[src/rtl/tdc_pkg.sv]
// tdc_pkg: shared state, config record and width defaults for the pulse-pair transmitter.
package tdc_pkg;
    localparam int CNT_W_DEF = 24;
    localparam int NUM_W_DEF = 16;

    typedef enum logic {IDLE, RUN} state_t;

    typedef struct packed {
        logic [CNT_W_DEF-1:0] period;
        logic [CNT_W_DEF-1:0] width;
        logic [CNT_W_DEF-1:0] delay;
        logic [NUM_W_DEF-1:0] count;
    } pulse_cfg_t;
endpackage

[src/rtl/tdc_pulse_chan.sv]
// tdc_pulse_chan: registers one pulse bit high while the next phase count is inside [offset, offset+width).
module tdc_pulse_chan #(
    parameter int CNT_W = 24
) (
    input  logic             clk_i,
    input  logic             reset_i,
    input  logic             en,
    input  logic [CNT_W-1:0] cnt,
    input  logic [CNT_W-1:0] offset,
    input  logic [CNT_W-1:0] width,
    output logic             pulse
);
    logic [CNT_W:0] rel;

    assign rel = {1'b0, cnt} - {1'b0, offset};

    always_ff @(posedge clk_i) begin
        if (!reset_i) pulse <= 1'b0;
        else          pulse <= en && cnt >= offset && rel < {1'b0, width};
    end
endmodule

[src/rtl/tdc_pulse_gen.sv]
// tdc_pulse_gen: programmable two-channel pulse-pair transmitter; ch1 trails ch0 by a fixed delay.
module tdc_pulse_gen
    import tdc_pkg::*;
#(
    parameter int CNT_W = CNT_W_DEF,
    parameter int NUM_W = NUM_W_DEF
) (
    input  logic             clk_i,
    input  logic             reset_i,
    input  logic             cfg_valid_i,
    output logic             cfg_ready_o,
    input  logic [CNT_W-1:0] cfg_period_i,
    input  logic [CNT_W-1:0] cfg_width_i,
    input  logic [CNT_W-1:0] cfg_delay_i,
    input  logic [NUM_W-1:0] cfg_count_i,
    output logic             cfg_err_o,
    input  logic             start_i,
    input  logic             stop_i,
    output logic [1:0]       pulse_o,
    output logic             busy_o,
    output logic             done_o,
    output logic [NUM_W-1:0] pair_cnt_o
);
    state_t           state;
    pulse_cfg_t       cfg;
    logic             cfg_ok, stop_pending;
    logic [CNT_W-1:0] cnt, nxt_cnt;
    logic [CNT_W:0]   end_edge;
    logic             cfg_good, go, wrap, fin, run_nxt;

    assign end_edge    = {1'b0, cfg_delay_i} + {1'b0, cfg_width_i};
    assign cfg_good    = cfg_period_i > CNT_W'(1) && cfg_width_i != '0 && end_edge <= {1'b0, cfg_period_i};
    assign cfg_ready_o = state == IDLE;
    assign go          = state == IDLE && start_i && cfg_ok && !stop_i;
    assign wrap        = state == RUN && cnt == cfg.period - 1'b1;
    assign fin         = wrap && ((cfg.count != '0 && pair_cnt_o + 1'b1 == cfg.count) || stop_pending);
    assign run_nxt     = go || (state == RUN && !fin);
    // Pulse bits are registered from the count the phase counter is about to take.
    assign nxt_cnt     = (go || wrap) ? '0 : cnt + 1'b1;

    always_ff @(posedge clk_i) begin
        if (!reset_i) begin
            state        <= IDLE;
            cfg          <= '0;
            cfg_ok       <= 1'b0;
            cfg_err_o    <= 1'b0;
            stop_pending <= 1'b0;
            cnt          <= '0;
            pair_cnt_o   <= '0;
            busy_o       <= 1'b0;
            done_o       <= 1'b0;
        end else begin
            done_o       <= fin;
            busy_o       <= run_nxt;
            cnt          <= nxt_cnt;
            stop_pending <= state == RUN && !fin && (stop_pending || stop_i);
            if (cfg_valid_i && cfg_ready_o) begin
                if (cfg_good) begin
                    cfg       <= '{period: cfg_period_i, width: cfg_width_i, delay: cfg_delay_i, count: cfg_count_i};
                    cfg_ok    <= 1'b1;
                    cfg_err_o <= 1'b0;
                end else begin
                    cfg_err_o <= 1'b1;
                end
            end
            if (go) begin
                state      <= RUN;
                pair_cnt_o <= '0;
            end else if (wrap) begin
                pair_cnt_o <= pair_cnt_o + 1'b1;
            end
            if (fin) state <= IDLE;
        end
    end

    tdc_pulse_chan #(.CNT_W(CNT_W)) u_ch0 (
        .clk_i(clk_i), .reset_i(reset_i), .en(run_nxt), .cnt(nxt_cnt),
        .offset('0), .width(cfg.width), .pulse(pulse_o[0])
    );

    tdc_pulse_chan #(.CNT_W(CNT_W)) u_ch1 (
        .clk_i(clk_i), .reset_i(reset_i), .en(run_nxt), .cnt(nxt_cnt),
        .offset(cfg.delay), .width(cfg.width), .pulse(pulse_o[1])
    );
endmodule

[config.mk]
export PLATFORM = sky130hd
export DESIGN_NAME = tdc_pulse_gen
export DESIGN_NICKNAME = d
export VERILOG_FILES = /design/src/rtl/tdc_pkg.sv /design/src/rtl/tdc_pulse_chan.sv /design/src/rtl/tdc_pulse_gen.sv
export SDC_FILE = /design/constraint.sdc
export NUM_CORES = 1
export LEC_CHECK = 0
export ABC_AREA = 0
export CAP_MARGIN = 20
export CORE_ASPECT_RATIO = 1.5
export CORE_MARGIN = 10
export CORE_UTILIZATION = 42
export CTS_CLUSTER_DIAMETER = 40
export DETAILED_ROUTE_END_ITERATION = 16
export DONT_BUFFER_PORTS = 1
export GPL_ROUTABILITY_DRIVEN = 1
export PLACE_DENSITY = 0.65
export SLEW_MARGIN = 10
export SYNTH_ARGS = -nofsm -noshare
export SYNTH_HDL_FRONTEND = slang
export SYNTH_SLANG_ARGS = --single-unit
[constraint.sdc]
create_clock -name clk_i -period 16.9 [get_ports clk_i]
set_input_delay 0 -clock clk_i [delete_from_list [all_inputs] [get_ports clk_i]]
set_output_delay 0 -clock clk_i [all_outputs]
set_load 0.005 [all_outputs]
# == Yosys cells after proc, flatten, opt, wreduce, memory -nomap -nowiden ==
# Index checks and enable logic that the tools add are counted.
# op_classes
bitwise,2
multipliers,0
addsub,5
n_div,0
muxes,2
reduce_logical,26
magnitude_cmp,6
shifts,0
eq_ne,2
# ops
op,count
adder 24 x 24 -> 25 bit,1
<= comparator 25 x 24 -> 1 bit,1
< comparator 25 x 24 -> 1 bit,1
subtractor 24 x 24 -> 25 bit,1
adder 24 x 1 -> 24 bit (second input constant),1
equality test 24 bit,1
>= comparator 24 x 1 -> 1 bit (second input constant),1
>= comparator 24 bit,1
> comparator 24 x 1 -> 1 bit (second input constant),1
< comparator 24 bit,1
two-way mux 24 bit,1
nonzero test 24 bit,1
subtractor 24 x 1 -> 24 bit (second input constant),1
adder 16 x 1 -> 16 bit (second input constant),1
equality test 16 bit,1
nonzero test 16 bit,1
logical AND 1 bit,15
logical OR 1 bit,4
OR reduction 2 bit,2
zero test 1 bit,2
inverter 1 bit,2
AND reduction 2 bit,1
two-way mux 1 bit,1
# totals
ff_bits,136
romBits,0
output_inout_bits,22
latch_bits,0
wordCells,57
ramBits,0
input_bits,93
memories,0

# == Logic depth before layout (Yosys ltp) ==
# logic_depth
word_depth,10
depth_mapped,28
ltp_nobuf,26

# == Cells and area by module ==
# Synthesis repeated with hierarchy kept, for this count alone.
# unflattened
hier_cells,1690
hier_area_um2,12704.7
# modules_own_cells
mod,instances,cells_per_inst,seq_area_each_um2,area_per_inst_um2
tdc_pulse_gen,1,1091,2682.6,8548.2
tdc_pulse_chan (u_ch0),1,309,20.0,2114.5
tdc_pulse_chan (u_ch1),1,290,20.0,2042.0

# == Worst setup path after synthesis ==
# Ideal clock, no wire load.
# synth_path
path_type,register to register
from,reg cfg[73] (netlist bit)
to,reg u_ch1.pulse
setup_time_ps,92
required_time_ps,16808
setup_slack_ps,11025
n_path_buf,4
period_less_slack_ps,5875
arrival_time_ps,5783
path_stages_with_launch,27
cell_sequence,dfxtp_1 > buf_2 > or4_1 > buf_2 > or4_1 > or4_1 > o211ai_1 > nor4_4 > o2111ai_2 > buf_2 > buf_4 > nand3_1 > inv_1 > ha_1 > nor2b_1 > o31ai_1 > a311oi_1 > o41ai_1 > a31oi_1 > o21ai_0 > o21ai_0 > xor2_1 > ha_1 > a21oi_1 > o21ai_0 > a41o_1 > nor4_1
# synth_via
elab_cells_between_ends,14
cone_classes,add/sub: 2; order compare: 2; eq/ne: 1; mux: 1; reduce/logical: 8
# synth_lines
element,line_no,rtl
from (decl),tdc_pulse_gen.sv:25,pulse_cfg_t cfg;
from (signal assigned),tdc_pulse_gen.sv:59,"cfg <= '{period: cfg_period_i, width: cfg_width_i, delay: cfg_delay_i, count: cfg_count_i};"
subtractor 24 x 1 -> 24 bit (*),tdc_pulse_gen.sv:35,assign wrap = state == RUN && cnt == cfg.period - 1'b1;
equality test 24 bit (*),tdc_pulse_gen.sv:35,
logical AND 1 bit (*),tdc_pulse_gen.sv:35,
logical OR 1 bit (*),tdc_pulse_gen.sv:39,assign nxt_cnt = (go || wrap) ? '0 : cnt + 1'b1;
two-way mux 24 bit (*),tdc_pulse_gen.sv:39,
named net nxt_cnt[1],tdc_pulse_gen.sv:27,"logic [CNT_W-1:0] cnt, nxt_cnt;"
subtractor 24 x 24 -> 25 bit or >= comparator 24 bit (tied branches),"tdc_pulse_chan.sv:15, tdc_pulse_chan.sv:19",
< comparator 25 x 24 -> 1 bit or logical AND 1 bit (tied branches),tdc_pulse_chan.sv:19,"else pulse <= en && cnt >= offset && rel < {1'b0, width};"
logical AND 1 bit (*),tdc_pulse_chan.sv:19,
to (signal assigned),tdc_pulse_chan.sv:19,
to (decl),tdc_pulse_chan.sv:11,output logic pulse
# Mark *: on every way through the listed nets, which the timed path passes. The rest lies on a longest branch.
# A chain may end at the register's enable or synchronous reset.

# == Final worst setup path ==
# layout_path
from,reg cfg[64] (netlist bit)
to,reg u_ch1.pulse
# Same word-level chain as after synthesis.

==> key figures <==
Yosys
  • Most repeated cell in the gate-level netlist after synthesis: sky130_fd_sc_hd__nand2_1
  • Post-synth EDFFs: 0
  • Syn Nets: 1622
  • Number of cells produced by synthesis: 1406
  • Synthesis warning total: 0
  • Post-synth top cells: sky130_fd_sc_hd__nand2_1 (225), sky130_fd_sc_hd__dfxtp_1 (136), sky130_fd_sc_hd__ha_1 (121), sky130_fd_sc_hd__nor2_1 (114), sky130_fd_sc_hd__inv_1 (97)
  • Area fraction of the dominant cell type after synthesis: 24.8%
  • Sequential element share of the synthesized area: 24.8%
  • Mapped cell area: 11000 um2
  • Number of distinct standard cells referenced by the synthesized netlist: 68
  • Post-synth top area cell: sky130_fd_sc_hd__dfxtp_1
  • Flip-flop and latch count after synthesis: 136
  • Mapped Avg Cell Area: 7.79 um2
  • Main synth FF type: sky130_fd_sc_hd__dfxtp_1
  • Async SR Flop Fraction: 0%
  • Largest cells by area after synthesis: sky130_fd_sc_hd__dfxtp_1 (25%), sky130_fd_sc_hd__ha_1 (14%), sky130_fd_sc_hd__mux2i_1 (8.5%)

Power and ir drop
  • Tot Pwr: 1.25 mW
  • Static leakage: 5.43 nW
  • Power per unit of standard cell area: 94.9 nW/um2
  • IR Drop Worst-Case VDD: 0.0786 mV

Cells and area
  • Area used by sequential logic in the layout: 2720 um2
  • Number of fill cells in the layout: 2460
  • Register with the most flip-flops: cfg
  • Antenna diode count: 0
  • Post-synthesis to final-layout area growth: 20.5%
  • Regs by FF count: cfg: 88 flops, cnt: 24 flops, pair_cnt_o: 16 flops
  • Multi-input logic area: 7680 um2
  • Number of nets in the final layout: 1727
  • Flip-flop count of the largest register after layout: 88
  • Layout cells sized above 1: 3.15%

Critical path
  • Critical path capture point: u_ch1.pulse
  • Critical Path Start: cfg[64]
  • Worst-case reg-to-reg path depth: 24
  • Worst setup slack for register-to-register paths: 9.96 ns
  • Worst Setup Start Kind: flop
  • Required time at the endpoint of the critical path: 17.25 ns
  • Capture instance of the worst register-to-register path: u_ch1.pulse
  • CP max FO: 22
  • Critical path arrival: 7.29 ns
  • Critical path capture point type: flop
  • Launch point of the worst reg-to-reg path: cfg[64]
  • Critical path class: flop to flop

Min path
  • Hold Path Origin: reset_i
  • Worst min path class: primary input to flop

Global routing
  • Overflow left after global routing: 0
  • Largest net degree at the start of global routing: 140
  • Vias in the first global route: 10700
  • Total track usage: 22.0%
  • Antenna violations before repair: 1
  • First-pass GRT wire length: 58.7 mm

Route
  • Number of DRC markers in iteration 0: 674
  • Ratio of routed vias to standard cells: 5.75
  • Vias after detailed routing: 10700
  • Post-route DRC violation count: 0
  • Total wire length: 37.6 mm
  • Antenna-violating nets left: 0
  • Routed length per instance: 20.3 um
  • 1st-pass router iterations: 5

Place
  • HPWL after detailed placement: 28.0 mm
  • Pre-CTS WS: 10.11 ns
  • Routability congestion estimate: 0.915
  • # port buffers: 0

Die
  • CORE AREA: 25800 um2
  • Starting Density: 42.5%
  • IO Count: 115
  • Width of the chip: 152 um
  • Chip height: 218 um
  • Standard-cell row count: 72
  • DIE AREA: 33100 um2

Clocking
  • Number of CTS-inserted buffers: 17
  • Sinks on Clock Net: 136
  • Max Buffers Root-to-Sink: 2
  • Insertion delay to the later sink of the worst-skew pair: 0.44 ns
  • Post-cts sizing count: 0
  • H-tree Lvls: 4
  • CTS tree: built
  • CTS clock-pin slew for the worst setup and hold paths: 0.07 ns
  • Root Buffer: sky130_fd_sc_hd__clkbuf_16

STA
  • Period utilisation layout: 41.0%
  • RSZ-0062 raised after global routing: no
  • Final critical-path setup slack: 9.96 ns
  • Slew at the pin with the worst max-slew slack: 1.01 ns
  • Final setup violation count: 0
  • Tightest slew margin relative to the limit: 32.6%
  • Hold Violations, Final: 0
  • Min cycle time layout: 6.94 ns
  • Total negative slack: 0 ns
  • FMAX: 144 MHz
  • Skew final: 0.0100 ns
  • Max Slew Vio Count: 0

Flow run
  • Maximum Capacitance Violations: 0

Run status
  • Outcome: finished clean
==> routing by layer <==
metal  track usage (%)  part of all wire [%]  vias up
li1                  -                     -     5192
met1              23.1                    38     4996
met3              6.37                   7.5      107
met2              38.5                    49      380
met4              12.9                   5.3        2
met5                 0                 0.029        -
==> how the worst min path moves through the flow <==
| stage | to | slack, ns | cells past startpoint |
|---|---|---|---|
| 3_5_place_dp | cfg_ok | 0.15 | 1 |
| 3_3_place_gp | cfg_ok | 0.14 | 1 |
| 4_1_cts | state | 0.05 | 3 |
| 6_report | cfg_ok | 0.07 | 2 |
| 2_1_floorplan | cfg[18] | 0.14 | 2 |
| 5_1_grt | cfg_ok | 0.09 | 2 |
==> critical path, cell delays in order (launching register included) <==
cell and delay (ns):
sky130_fd_sc_hd__dfxtp_1 0.34, sky130_fd_sc_hd__inv_1 0.08, sky130_fd_sc_hd__ha_1 0.23, sky130_fd_sc_hd__nor4b_1 0.61, sky130_fd_sc_hd__nand2_1 0.23, sky130_fd_sc_hd__a2111o_1 0.41
sky130_fd_sc_hd__a21oi_1 0.23, sky130_fd_sc_hd__nor3b_1 0.22, sky130_fd_sc_hd__o211ai_1 0.19, sky130_fd_sc_hd__nand2_1 0.59, sky130_fd_sc_hd__nor2_1 0.16, sky130_fd_sc_hd__ha_1 0.28
sky130_fd_sc_hd__o31ai_1 0.47, sky130_fd_sc_hd__a311oi_1 0.23, sky130_fd_sc_hd__o41ai_1 0.82, sky130_fd_sc_hd__a31oi_1 0.22, sky130_fd_sc_hd__o21ai_0 0.33, sky130_fd_sc_hd__nand2_1 0.11
sky130_fd_sc_hd__xor2_1 0.15, sky130_fd_sc_hd__ha_1 0.19, sky130_fd_sc_hd__a21o_1 0.17, sky130_fd_sc_hd__a21oi_1 0.12, sky130_fd_sc_hd__o21ai_0 0.09, sky130_fd_sc_hd__a41o_1 0.21
sky130_fd_sc_hd__nor4_1 0.15
==> kinds of logic (layout without fill, tap and decap cells) <==
group	count (synthesis)	after routing	synth area share (%)
AO/OA/AOI/OAI	263	263	15.7
AND/OR/NAND/NOR	549	549	23.9
buffers and inverters	147	265	5.18
adder cells (fa/ha/maj)	123	123	14.2
multiplexers	93	93	8.50
flip-flops	136	136	24.8
XOR/XNOR	95	95	7.72
==> power breakdown <==
group / switching, mW / internal [mW]
Clock: 0.153 / 0.259
Combinational: 0.256 / 0.216
Sequential: 0.0236 / 0.346
==> layout by cell type (no fill, tap or decap), types with 20 or more instances in the layout <==
master	count
sky130_fd_sc_hd__dlygate4sd3_1	132
sky130_fd_sc_hd__inv_1	97
sky130_fd_sc_hd__dfxtp_1	136
sky130_fd_sc_hd__a21oi_1	72
sky130_fd_sc_hd__xor2_1	42
sky130_fd_sc_hd__nor4_1	26
sky130_fd_sc_hd__nand3_1	37
sky130_fd_sc_hd__xnor2_1	52
sky130_fd_sc_hd__nor2_1	114
sky130_fd_sc_hd__a21o_1	24
sky130_fd_sc_hd__nand4_1	28
sky130_fd_sc_hd__o21ai_0	49
sky130_fd_sc_hd__ha_1	121
sky130_fd_sc_hd__nand2_1	225
sky130_fd_sc_hd__o21a_1	20
sky130_fd_sc_hd__mux2i_1	93
==> through the flow <==
stage	cells	area, um2	hold slack (ns)	utilization [%]
after floorplan	1406	11000	0.142	-
after global placement	1692	11200	0.143	43.5
after detailed placement	1692	11200	0.151	43.5
after CTS	1857	13200	0.0514	51.2
after global routing	1857	13200	0.0863	51.2
final	1857	13200	0.0700	51.2
==> final cells by class <==
class	instances	area share (%)
clock buffer	21	3.56
sequential	136	20.6
multi-input combinational	1123	58.2
clock inverter	11	1.29
inverter	97	2.76
timing repair buffer	136	10.4
tap	333	3.16
==> repair_timing <==
action	4_1_cts	5_1_grt
hold buffers	133	0
buffers inserted	0	0
hold endpoints to repair	94	0
No activity file was read; power rests on OpenSTA's default activity.
